--- src/rtl/pueo_trig_queue_pkg.sv ---
// Shared types and constants for the aclk-domain trigger queue.
package pueo_trig_pkg;

  localparam int TRIG_TIME_W  = 16;
  localparam int TRIG_EVNUM_W = 16;

  typedef struct packed {
    logic [TRIG_EVNUM_W-1:0] evnum;
    logic [TRIG_TIME_W-1:0]  trig_time;
  } trig_entry_t;

  localparam logic [15:0] DROP_SAT = 16'hFFFF;

  function automatic logic [15:0] sat_inc16(input logic [15:0] v);
    return (v == DROP_SAT) ? v : v + 16'd1;
  endfunction

endpackage

--- src/rtl/pueo_trig_queue_fifo.sv ---
// Distributed-RAM FIFO with a registered first-word-fall-through head and synchronous flush.
module trig_fifo_fwft #(
  parameter int W     = 32,
  parameter int DEPTH = 16,
  localparam int AW   = $clog2(DEPTH),
  localparam int CW   = $clog2(DEPTH + 1)
) (
  input  logic          clk,
  input  logic          rst,
  input  logic          flush,
  input  logic          wr_en,
  input  logic [W-1:0]  wr_data,
  input  logic          rd_ready,
  output logic [W-1:0]  rd_data,
  output logic          rd_valid,
  output logic [CW-1:0] count
);

  logic [W-1:0]  ram [DEPTH];
  logic [AW-1:0] wr_ptr_q, wr_ptr_d, rd_ptr_q, rd_ptr_d;
  logic [CW-1:0] count_q, count_d;
  logic [W-1:0]  dout_q, dout_d;
  logic          valid_q, valid_d;
  logic          pop, load, ram_has, ram_wr;

  // count includes the head register; the RAM holds count - valid entries
  always_comb begin
    pop      = valid_q & rd_ready;
    load     = ~valid_q | pop;
    ram_has  = (count_q - CW'(valid_q)) != '0;
    ram_wr   = wr_en & ~(load & ~ram_has);
    wr_ptr_d = wr_ptr_q;
    rd_ptr_d = rd_ptr_q;
    count_d  = count_q;
    dout_d   = dout_q;
    valid_d  = valid_q;
    if (flush) begin
      ram_wr   = 1'b0;
      wr_ptr_d = '0;
      rd_ptr_d = '0;
      count_d  = '0;
      dout_d   = '0;
      valid_d  = 1'b0;
    end else begin
      if (ram_wr) wr_ptr_d = wr_ptr_q + AW'(1);
      if (load) begin
        if (ram_has) begin
          dout_d   = ram[rd_ptr_q];
          rd_ptr_d = rd_ptr_q + AW'(1);
          valid_d  = 1'b1;
        end else if (wr_en) begin
          dout_d  = wr_data;
          valid_d = 1'b1;
        end else begin
          valid_d = 1'b0;
        end
      end
      count_d = count_q + CW'(wr_en) - CW'(pop);
    end
  end

  always_ff @(posedge clk) begin
    if (ram_wr) ram[wr_ptr_q] <= wr_data;
  end

  always_ff @(posedge clk or posedge rst) begin
    if (rst) begin
      wr_ptr_q <= '0;
      rd_ptr_q <= '0;
      count_q  <= '0;
      dout_q   <= '0;
      valid_q  <= 1'b0;
    end else begin
      wr_ptr_q <= wr_ptr_d;
      rd_ptr_q <= rd_ptr_d;
      count_q  <= count_d;
      dout_q   <= dout_d;
      valid_q  <= valid_d;
    end
  end

  assign rd_data  = dout_q;
  assign rd_valid = valid_q;
  assign count    = count_q;

endmodule

--- src/rtl/pueo_trig_queue.sv ---
// Trigger queue: holdoff, event-buffer occupancy limit, event numbering and drop statistics
// in front of an AXI-Stream-style FWFT output.
module pueo_trig_queue #(
  parameter int TIME_BITS    = 16,
  parameter int EVNUM_BITS   = 16,
  parameter int DEPTH        = 16,
  parameter int NBUF         = 4,
  parameter int HOLDOFF_BITS = 8
) (
  input  logic                            aclk_i,
  input  logic                            aclk_rst_i,
  input  logic                            run_rst_i,
  input  logic                            run_en_i,
  input  logic [HOLDOFF_BITS-1:0]         holdoff_i,
  input  logic [TIME_BITS-1:0]            trig_time_i,
  input  logic                            trig_valid_i,
  output logic [EVNUM_BITS+TIME_BITS-1:0] m_axis_tdata,
  output logic                            m_axis_tvalid,
  input  logic                            m_axis_tready,
  input  logic                            done_i,
  output logic [$clog2(DEPTH+1)-1:0]      queued_o,
  output logic [$clog2(NBUF+1)-1:0]       inflight_o,
  output logic [15:0]                     drop_count_o,
  output logic                            overflow_o,
  output logic                            err_o
);
  import pueo_trig_pkg::*;

  localparam int QW = $clog2(DEPTH + 1);
  localparam int RW = $clog2(NBUF + 1);
  localparam int SW = ((QW > RW) ? QW : RW) + 1;

  logic [EVNUM_BITS-1:0]   evnum_q, evnum_d;
  logic [HOLDOFF_BITS-1:0] hcnt_q, hcnt_d;
  logic [RW-1:0]           r_q, r_d;
  logic [15:0]             drop_q, drop_d;
  logic                    ovf_q, ovf_d, err_q, err_d;
  logic [QW-1:0]           q_cnt;
  logic [SW-1:0]           occ;
  logic                    active, room, accept, drop, pop, done_ok;

  // capacity is judged on registered counts, so a slot freed this cycle is usable next cycle
  always_comb begin
    occ     = SW'(q_cnt) + SW'(r_q);
    room    = (SW'(q_cnt) < SW'(DEPTH)) && (occ < SW'(NBUF));
    active  = trig_valid_i & run_en_i & ~run_rst_i;
    accept  = active & (hcnt_q == '0) & room;
    drop    = active & ~accept;
    pop     = m_axis_tvalid & m_axis_tready & ~run_rst_i;
    done_ok = done_i & ((r_q != '0) | pop);
    evnum_d = evnum_q;
    hcnt_d  = hcnt_q;
    r_d     = r_q;
    drop_d  = drop_q;
    ovf_d   = ovf_q;
    err_d   = err_q;
    if (run_rst_i) begin
      evnum_d = '0;
      hcnt_d  = '0;
      r_d     = '0;
      drop_d  = '0;
      ovf_d   = 1'b0;
      err_d   = 1'b0;
    end else begin
      if (accept) begin
        evnum_d = evnum_q + EVNUM_BITS'(1);
        hcnt_d  = holdoff_i;
      end else if (hcnt_q != '0) begin
        hcnt_d = hcnt_q - HOLDOFF_BITS'(1);
      end
      r_d = r_q + RW'(pop) - RW'(done_ok);
      if (drop) drop_d = sat_inc16(drop_q);
      if (drop & ~room) ovf_d = 1'b1;
      if (done_i & ~done_ok) err_d = 1'b1;
    end
  end

  always_ff @(posedge aclk_i or posedge aclk_rst_i) begin
    if (aclk_rst_i) begin
      evnum_q <= '0;
      hcnt_q  <= '0;
      r_q     <= '0;
      drop_q  <= '0;
      ovf_q   <= 1'b0;
      err_q   <= 1'b0;
    end else begin
      evnum_q <= evnum_d;
      hcnt_q  <= hcnt_d;
      r_q     <= r_d;
      drop_q  <= drop_d;
      ovf_q   <= ovf_d;
      err_q   <= err_d;
    end
  end

  trig_fifo_fwft #(
    .W    (EVNUM_BITS + TIME_BITS),
    .DEPTH(DEPTH)
  ) u_fifo (
    .clk     (aclk_i),
    .rst     (aclk_rst_i),
    .flush   (run_rst_i),
    .wr_en   (accept),
    .wr_data ({evnum_q, trig_time_i}),
    .rd_ready(m_axis_tready),
    .rd_data (m_axis_tdata),
    .rd_valid(m_axis_tvalid),
    .count   (q_cnt)
  );

  assign queued_o     = q_cnt;
  assign inflight_o   = r_q;
  assign drop_count_o = drop_q;
  assign overflow_o   = ovf_q;
  assign err_o        = err_q;

endmodule

--- config.mk ---
export PLATFORM = sky130hd
export DESIGN_NAME = pueo_trig_queue
export DESIGN_NICKNAME = d
export VERILOG_FILES = /design/src/rtl/pueo_trig_queue_pkg.sv /design/src/rtl/pueo_trig_queue_fifo.sv /design/src/rtl/pueo_trig_queue.sv
export SDC_FILE = /design/constraint.sdc
export NUM_CORES = 1
export LEC_CHECK = 0
export ABC_AREA = 1
export CAP_MARGIN = 20
export CORE_ASPECT_RATIO = 1.1
export CORE_UTILIZATION = 33
export DETAILED_ROUTE_END_ITERATION = 10
export PLACE_DENSITY = 0.58
export SYNTH_ARGS = -nofsm -noshare
export SYNTH_HDL_FRONTEND = slang
export SYNTH_HIERARCHICAL = 1
export SYNTH_SLANG_ARGS = --single-unit
--- constraint.sdc ---
create_clock -name aclk_i -period 4 [get_ports aclk_i]
set_input_delay 0.4 -clock aclk_i [delete_from_list [all_inputs] [get_ports aclk_i]]
set_output_delay 0.4 -clock aclk_i [all_outputs]
set_load 0.005 [all_outputs]
==> flow_summary.ini, run 1 <==
[setup_path]
crit_slowest_cell = buf_4
crit_family = simple AND/OR/NAND/NOR gates
critical_path.max_stage_delay_ns = 0.56
crit_type = flip-flop to flip-flop
endpoint_kind = flip-flop
crit_required_ns = 4.27
crit_chain = ha_1, nor2_1, nand2_1, nor2_2, nand3_1, inv_2, nand2_1, nor3_2, buf_4
path_buf_inv = 2
critPathMaxFanout = 32
cp.arrival_ns = 3.45
cp-start-kind = flip-flop
path_common_cell = nand2_1

[clock_network]
h-tree-depth = 2
cts_root_buffer = clkbuf_16
cts.sinks = 603
clkLatencyLatePin_ns = 0.65
clockBufferDepth = 3
cts.repair.resized = 0
cts_tree = built
cts_buffers = 61
holdBufCountCts = 0
path_clk_slew_ns = 0.06
postCtsSetupBuffers = 0

[placed_design]
globalplace.congestion = 0.804
hpwlAfterDp_um = 35000
place_area_um2 = 27900
portBuffers = 89

[logic_synthesis]
synth_fp_nets = 2466
ys_warn_count = 6
synth.distinct_cells = 37
avgSynthCellArea_um2 = 10.7
ys.flop_type = edfxtp_1
synth_seq_cells = 603
synth-edff-count = 512
syn-cell-area_um2 = 25800
async_reset_ff_frac = 0.151
ys_seq_area_frac = 0.684
synth_cells = 2413

[sta]
fin_setup_tns_ns = 0
fin_worst_skew_ns = 0.0227
setup_viol = 0
worst_slew_pin_slew_ns = 1.09
finalCritPeriodShare = 0.795
slew_headroom = 0.276
fin_crit_ns = 3.18
whs_ns = 0.164
rsz0062_at_grt = no
fmax_mhz = 314
final-hold-violation-count = 0
finalMaxSlewViolations = 0

[pwr]
ir_worst_vdd_v = 0.000436
total_power_uw = 17900
power.leakage_uw = 0.0115
power_density_nw_per_um2 = 597

[finish]
postLayoutCellArea_um2 = 30000
layout_commonest_cell = nand2_1
antennaDiodeCount = 0
final_cell_mix = nand2_1, edfxtp_1, nand3_1, nor2_1, clkdlybuf4s50_1
drive_above_1_share = 0.0721
nets = 2526
nFillCells = 7446
area_growth_syn_to_layout_pct = 16.3
fin_util = 0.388

[floorplan]
die_h_um = 295
fp.coreArea_um2 = 77400
dieArea_um2 = 79400
die_w_um = 269
start_util = 0.334
rows = 107
ios = 90

[route]
drc = 0
wire_per_inst_um = 18.2
drtIter0Drc = 1377
via_per_inst = 4.97
finalWirelength_um = 64800
dr.pass1.iters = 5
ant_nets = 0
vias = 17700

[worst_hold_path]
hp-class = input port to asynchronous set/reset pin

[grt]
grt_start_max_net_pins = 221
grt_pass1_wl_um = 101000
grt_pass1_vias = 17600
antenna_found_initial = 0
grt_use_total = 0.164
grt-ovfl-total = 0

[outcome]
status = complete, no violations

[flow_run]
maxCapViolCount = 0
## cell families after synthesis
| group | count (synthesis) | synth area share |
|---|---|---|
| and+or+nand+nor | 1509 | 0.252 |
| DFF | 603 | 0.684 |
| buffers and inverters | 209 | 0.0352 |
| AOI/OAI and AO/OA | 46 | 0.00959 |
| xor gates and xnor gates | 24 | 0.00814 |
| adders and majority gates | 22 | 0.0112 |
## registers in the layout, indices dropped and copies added, names as in the netlist, 3 cells and up
name             count
drop_count_o        16
evnum_q             16
hcnt_q               8
inflight_o           3
u_fifo/count         5
u_fifo/ram         512
u_fifo/rd_data      32
u_fifo/rd_ptr_q      4
u_fifo/wr_ptr_q      4
## report_power, final
group / internal (uW) / switching (uW)
clock network: 3490 / 2450
registers: 7000 / 255
logic: 1550 / 3170
total: 12000 / 5880
## layer usage
layer / vias to the layer above / GRT usage / routed length, um
met5: - / 0 / 0
met2: 502 / 0.282 / 31900
met4: 0 / 0.0477 / 1520
met3: 111 / 0.0267 / 3680
li1: 8415 / - / -
met1: 8658 / 0.212 / 27700
## area by class of cell
type	instances	area, um^2	share of cell area
clock buffers	79	1600	0.0534
clock inverters	37	497	0.0165
inverters	77	298	0.00992
multi-input cells	1601	7370	0.245
flip-flops and latches	603	17700	0.588
well taps	1035	1290	0.0431
repair buffers	129	1310	0.0437
## worst register-to-register path: cells and delay by family (launching register included)
| family | cells | cell delay [ns] |
|---|---|---|
| AND/OR/NAND/NOR | 6 | 1.30 |
| buffers and inverters | 2 | 0.77 |
| flip-flops | 1 | 0.42 |
| adder cells (fa/ha/maj) | 1 | 0.30 |
## cell usage after synthesis (5+ instances only)
master	n	area (um^2)
nand2_1	812	3050
inv_1	73	274
o21ai_0	20	100
nor2_2	5	31.3
dfrtp_1	91	2280
nor2_1	127	477
buf_2	70	350
buf_1	11	41.3
clkbuf_1	44	165
xor2_1	21	184
nand4_1	25	156
o21ai_1	11	55.1
ha_1	20	250
edfxtp_1	512	15400
nand3_1	504	2520
a21oi_1	9	45.0
nor3_1	16	80.1
## per-stage QoR
stage	setup slack, ns	cells
after global routing	0.513	3561
after floorplan	-0.355	2413
after detailed placement	0.525	3443
after CTS	0.636	3559
final	0.820	3561
after global placement	0.604	3443
## path summary, 6_finish.rpt
kind	startpoint	end	slack (ns)	cells after the start
hold reg to reg	u_fifo/rd_data[9]	u_fifo/rd_data[9]	0.48	2
min in group aclk_i	holdoff_i[5]	hcnt_q[5]	0.39	5
max in group asynchronous	aclk_rst_i	u_fifo/rd_ptr_q[1]	2.98	3
hold / removal	aclk_rst_i	evnum_q[0]	0.16	2
setup / recovery	u_fifo/count[2]	u_fifo/ram[1][15]	0.82	9
setup reg to reg	u_fifo/count[2]	u_fifo/ram[1][15]	0.82	9
Note: power is estimated with default switching activity, not from simulation.
==> inputs of run 2 (changes only) <==
--- a/config.mk
+++ b/config.mk
@@ -10,7 +10,7 @@
 export CORE_ASPECT_RATIO = 1.1
 export CORE_UTILIZATION = 33
 export DETAILED_ROUTE_END_ITERATION = 10
-export PLACE_DENSITY = 0.58
+export PLACE_DENSITY = 0.56
 export SYNTH_ARGS = -nofsm -noshare
 export SYNTH_HDL_FRONTEND = slang
 export SYNTH_HIERARCHICAL = 1
==> constraint.sdc (replaced) <==
create_clock -name aclk_i -period 3.1 [get_ports aclk_i]
set_input_delay 0.31 -clock aclk_i [delete_from_list [all_inputs] [get_ports aclk_i]]
set_output_delay 0.31 -clock aclk_i [all_outputs]
set_load 0.005 [all_outputs]
==> flow_summary.ini, run 2 (synthesized netlist as in run 1, its figures left out) <==
[outcome]
status = complete, no violations

[setup_path]
path_common_cell = nand3_1
cp.arrival_ns = 3.00
crit_slowest_cell = dfrtp_1
crit_chain = inv_1, ha_1, nand3_1, nor2_2, nand3_1, inv_2, nand3_1, buf_4, nor2_4, buf_12
critical_path.max_stage_delay_ns = 0.40
cp-start-kind = flip-flop
timing.rr.end = u_fifo/ram[10][1]
r2r-start = hcnt_q[0]
critPathMaxFanout = 25
r2r_cells = 10
rrSetupSlack_ns = 0.38
crit_required_ns = 3.38
endpoint_kind = flip-flop
path_buf_inv = 4
crit_family = simple AND/OR/NAND/NOR gates
crit_type = flip-flop to flip-flop

[clock_network]
postCtsSetupBuffers = 0
h-tree-depth = 3
cts_tree = built
cts_buffers = 67
cts.sinks = 603
clkLatencyLatePin_ns = 0.59
cts_root_buffer = clkbuf_16
path_clk_slew_ns = 0.06
clockBufferDepth = 3
cts.repair.resized = 0
holdBufCountCts = 0

[finish]
multiInputGateArea_um2 = 7420
largest_reg_flops = 512
area_growth_syn_to_layout_pct = 18.1
regArea_um2 = 17700
final_cell_mix = nand2_1, edfxtp_1, nand3_1, nor2_1, clkdlybuf4s50_1
nets = 2552
top_register = u_fifo/ram
nFillCells = 7514
postLayoutCellArea_um2 = 30500
layout_commonest_cell = nand2_1
drive_above_1_share = 0.0803

[placed_design]
portBuffers = 89
place_area_um2 = 28300
globalplace.congestion = 0.815
hpwlAfterDp_um = 38400
place_ws_ns = 0.370

[pwr]
seq_power_share = 0.392
combinationalPowerShare = 0.274
power.leakage_uw = 0.0118
power_density_nw_per_um2 = 776
p_int_uw = 15800
p_sw_uw = 7850
ir_worst_vdd_v = 0.000472
sw_frac_of_total = 0.331
total_power_uw = 23700
clkPwrFrac = 0.334

[grt]
grt-ovfl-total = 0
grt_pass1_vias = 18000
antenna_found_initial = 0
grt_pass1_wl_um = 108000
grt_use_total = 0.178
grt_start_max_net_pins = 149

[floorplan]
die_h_um = 295
fp.coreArea_um2 = 77400
dieArea_um2 = 79400
rows = 107
die_w_um = 269
start_util = 0.334
ios = 90

[flow_run]
maxCapViolCount = 0

[route]
vias = 17900
dr.pass1.iters = 6
drtIter0Drc = 1618
ant_nets = 0
wire_per_inst_um = 19.3
via_per_inst = 4.99
drc = 0
finalWirelength_um = 69200

[sta]
setup_viol = 0
worst_slack_ns = 0.383
finalCritPeriodShare = 0.877
fin_crit_ns = 2.72
fmax_mhz = 368
finalMaxSlewViolations = 0
fin_worst_skew_ns = 0.0183
worst_slew_pin_slew_ns = 0.948
final-hold-violation-count = 0
rsz0062_at_grt = no
slew_headroom = 0.368

[worst_hold_path]
hp-class = input port to asynchronous set/reset pin
## run 2: metrics by stage
stage / hold slack (ns) / cells / setup TNS (ns) / utilization
floorplan: 0.375 / 2413 / -103.63 / -
global placement: 0.466 / 3464 / 0 / 0.365
detailed placement: 0.466 / 3464 / 0 / 0.365
CTS: 0.194 / 3588 / 0 / 0.394
global route: 0.218 / 3589 / 0 / 0.394
finish: 0.173 / 3590 / 0 / 0.394
## run 2: worst max path at each step
stage	from	end	slack, ns	cells after the start
floorplan	u_fifo/count[2]	u_fifo/ram[0][0]	-0.40	8
global placement	u_fifo/count[2]	u_fifo/ram[10][4]	0.41	10
detailed placement	hcnt_q[0]	u_fifo/ram[10][4]	0.37	10
CTS	hcnt_q[0]	u_fifo/ram[10][0]	0.36	10
global route	hcnt_q[0]	u_fifo/ram[10][1]	0.14	10
finish	hcnt_q[0]	u_fifo/ram[10][1]	0.38	10
## run 2: power by group through the flow
stage,clock [uW],sequential [uW],combinational (uW)
6_report,7920,9270,6490
4_1_cts,8110,9280,6540
2_1_floorplan,0,9390,4310
3_3_place_gp,0,9430,6440
5_1_grt,8430,9310,7290
3_5_place_dp,0,9440,6500
## run 2: layout make-up
type                    instances  share of cell area
flip-flops and latches        603               0.579
repair buffers                149              0.0537
clock inverters                39              0.0122
multi-input cells            1601               0.243
clock buffers                  85              0.0596
well taps                    1035              0.0425
inverters                      77             0.00972
diodes                          1           0.0000820
## run 2: routing by layer
layer / share of wire / GRT usage
met5: 0 / 0
met4: 0.018 / 0.0489
met3: 0.057 / 0.0304
met2: 0.49 / 0.295
met1: 0.44 / 0.241
==> inputs of run 3 (changes only) <==
--- a/config.mk
+++ b/config.mk
@@ -5,7 +5,6 @@
 export SDC_FILE = /design/constraint.sdc
 export NUM_CORES = 1
 export LEC_CHECK = 0
-export ABC_AREA = 1
 export CAP_MARGIN = 20
 export CORE_ASPECT_RATIO = 1.1
 export CORE_UTILIZATION = 33
==> flow_summary.ini, run 3 <==
[clock_network]
cts.sinks = 603
h-tree-depth = 2
path_clk_slew_ns = 0.06
cts_buffers = 60
cts_tree = built
cts_root_buffer = clkbuf_16
holdBufCountCts = 0
clockBufferDepth = 3
clkLatencyLatePin_ns = 0.62

[floorplan]
die_w_um = 259
fp.coreArea_um2 = 71700
start_util = 0.334
dieArea_um2 = 73500
rows = 103
die_h_um = 284
ios = 90

[route]
via_per_inst = 5.17
met3_wirelength_um = 3520
dr.max_layer_used = met4
wl_met2_um = 28200
finalWirelength_um = 57400
drc = 0
dr.pass1.iters = 5
wl_met1_um = 24400
drtIter0Drc = 900
wire_per_inst_um = 23.8
ant_nets = 0
vias = 12500

[sta]
setup_viol = 0
finalMaxSlewViolations = 0
fin_crit_ns = 2.98
worst_slew_pin_slew_ns = 0.923
rsz0062_at_grt = no
fmax_mhz = 336
slew_headroom = 0.384
final-hold-violation-count = 0
finalCritPeriodShare = 0.961
fin_worst_skew_ns = 0.0259
worst_slack_ns = 0.120

[finish]
layout_commonest_cell = edfxtp_1
nFillCells = 6420
antennaDiodeCount = 0
multiInputGateArea_um2 = 6010
drive_above_1_share = 0.234
regArea_um2 = 17700
area_growth_syn_to_layout_pct = 20.9
largest_reg_flops = 512
final_cell_mix = edfxtp_1, mux4_2, clkdlybuf4s50_1, dfrtp_1, a22oi_1
nets = 1470
top_register = u_fifo/ram
fin_util = 0.403

[logic_synthesis]
ys.flop_type = edfxtp_1
ys_warn_count = 6
ys_seq_area_frac = 0.739
avgSynthCellArea_um2 = 19.1
synth_top_area_cell = edfxtp_1
synth_fp_nets = 1305
yosysTopAreaCellShare = 0.643
synth_cells = 1252
syn-cell-area_um2 = 23900
synth-edff-count = 512
synth.distinct_cells = 58
async_reset_ff_frac = 0.151
synth_commonest_cells = edfxtp_1, mux4_2, dfrtp_1, a22oi_1, a21oi_1
synth_seq_cells = 603
synthTopCellsByArea = edfxtp_1, mux4_2, dfrtp_1
yosysMostFrequentCell = edfxtp_1

[placed_design]
portBuffers = 89
place_ws_ns = 0.0802
globalplace.congestion = 0.768
hpwlAfterDp_um = 35500

[setup_path]
cp.arrival_ns = 3.29
endpoint_kind = flip-flop
crit_required_ns = 3.41
crit_type = flip-flop to flip-flop
critPathMaxFanout = 32
rrSetupSlack_ns = 0.12
cp-start-kind = flip-flop

[grt]
grt-ovfl-total = 0
grt_start_max_net_pins = 52
grt_use_total = 0.156
grt_pass1_wl_um = 85500
antenna_found_initial = 0
grt_pass1_vias = 13100

[outcome]
status = complete, no violations

[pwr]
ir_worst_vdd_v = 0.000686
power.leakage_uw = 0.00960
power_density_nw_per_um2 = 755

[worst_hold_path]
hp-class = input port to asynchronous set/reset pin

[flow_run]
maxCapViolCount = 0
==> run 3: cell count changes in the layout (fill, tap and decap cells not counted), sizes merged, moves of 21 or more <==
| cell | previous run | this run |
|---|---|---|
| inv | 79 | 25 |
| o21ai | 32 | 11 |
| a22oi | 0 | 66 |
| a221o | 0 | 32 |
| nand3 | 510 | 20 |
| buf | 60 | 84 |
| nand2 | 816 | 29 |
| nor2 | 134 | 52 |
| a21oi | 10 | 59 |
| mux4 | 0 | 128 |
==> run 3: final cells by class <==
cell class / instances / share of cell area
Inverter: 25 / 0.00325
Clock inverter: 22 / 0.00974
Timing Repair Buffer: 173 / 0.0658
Sequential cell: 603 / 0.611
Multi-Input combinational cell: 554 / 0.208
Tap cell: 945 / 0.0409
Clock buffer: 92 / 0.0613
==> run 3: critical path, stage by stage (launching register included) <==
cell and delay [ns]:
dfrtp_2 0.43, ha_4 0.16, or4_4 0.51, a311o_1 0.34
nor3_4 0.20, o31ai_4 0.13, or2_1 0.29, buf_4 0.22
nor2_4 0.13, buf_12 0.25
==> run 3: cells by family after synthesis <==
kind of cell / count (synthesis) / share of synthesized area
AOI/OAI and AO/OA: 197 / 0.0594
xor gates and xnor gates: 25 / 0.00916
adders and majority gates: 22 / 0.0121
buffers and inverters: 95 / 0.0190
DFF: 603 / 0.739
muxes: 137 / 0.124
and+or+nand+nor: 173 / 0.0372
==> run 3: per-layer routing <==
metal  vias to the layer above  track usage
li1                       5490            -
met1                      6557        0.211
met2                       361        0.256
met3                        72       0.0316
met4                         0       0.0426
met5                         -            0
==> run 3: final timing paths <==
check | startpoint | endpoint | depth (start not counted)
hold / removal | aclk_rst_i | u_fifo/count[3] | 2
min in group aclk_i | holdoff_i[5] | hcnt_q[5] | 3
setup / recovery | u_fifo/count[1] | u_fifo/ram[10][20] | 9
max in group asynchronous | aclk_rst_i | evnum_q[15] | 3
setup reg to reg | u_fifo/count[1] | u_fifo/ram[10][20] | 9
hold reg to reg | u_fifo/rd_data[9] | u_fifo/rd_data[9] | 1
==> run 3: where the power goes <==
group          leakage (uW)  internal (uW)  total [uW]  switching, uW
sequential          0.00606           9050        9470            418
combinational       0.00254           2590        4940           2350
clock               0.00100           4360        7410           3050
total               0.00960          16000       21800           5820
==> run 3: metrics by stage <==
step	hold slack, ns	std cells	area [um^2]	TNS [ns]	total power [uW]
2_1_floorplan	0.409	1252	24100	-172.86	12800
3_3_place_gp	0.486	2298	26800	0	14600
3_5_place_dp	0.488	2298	26800	0	14700
4_1_cts	0.108	2412	28900	0	22100
5_1_grt	0.147	2414	28900	0	22700
6_report	0.120	2414	28900	0	21800
==> run 3: repair_timing <==
| item | in CTS | in global routing |
|---|---|---|
| buffers inserted | 0 | 1 |
| endpoints found under the setup margin | 0 | 32 |
| resized for setup | 0 | 1 |
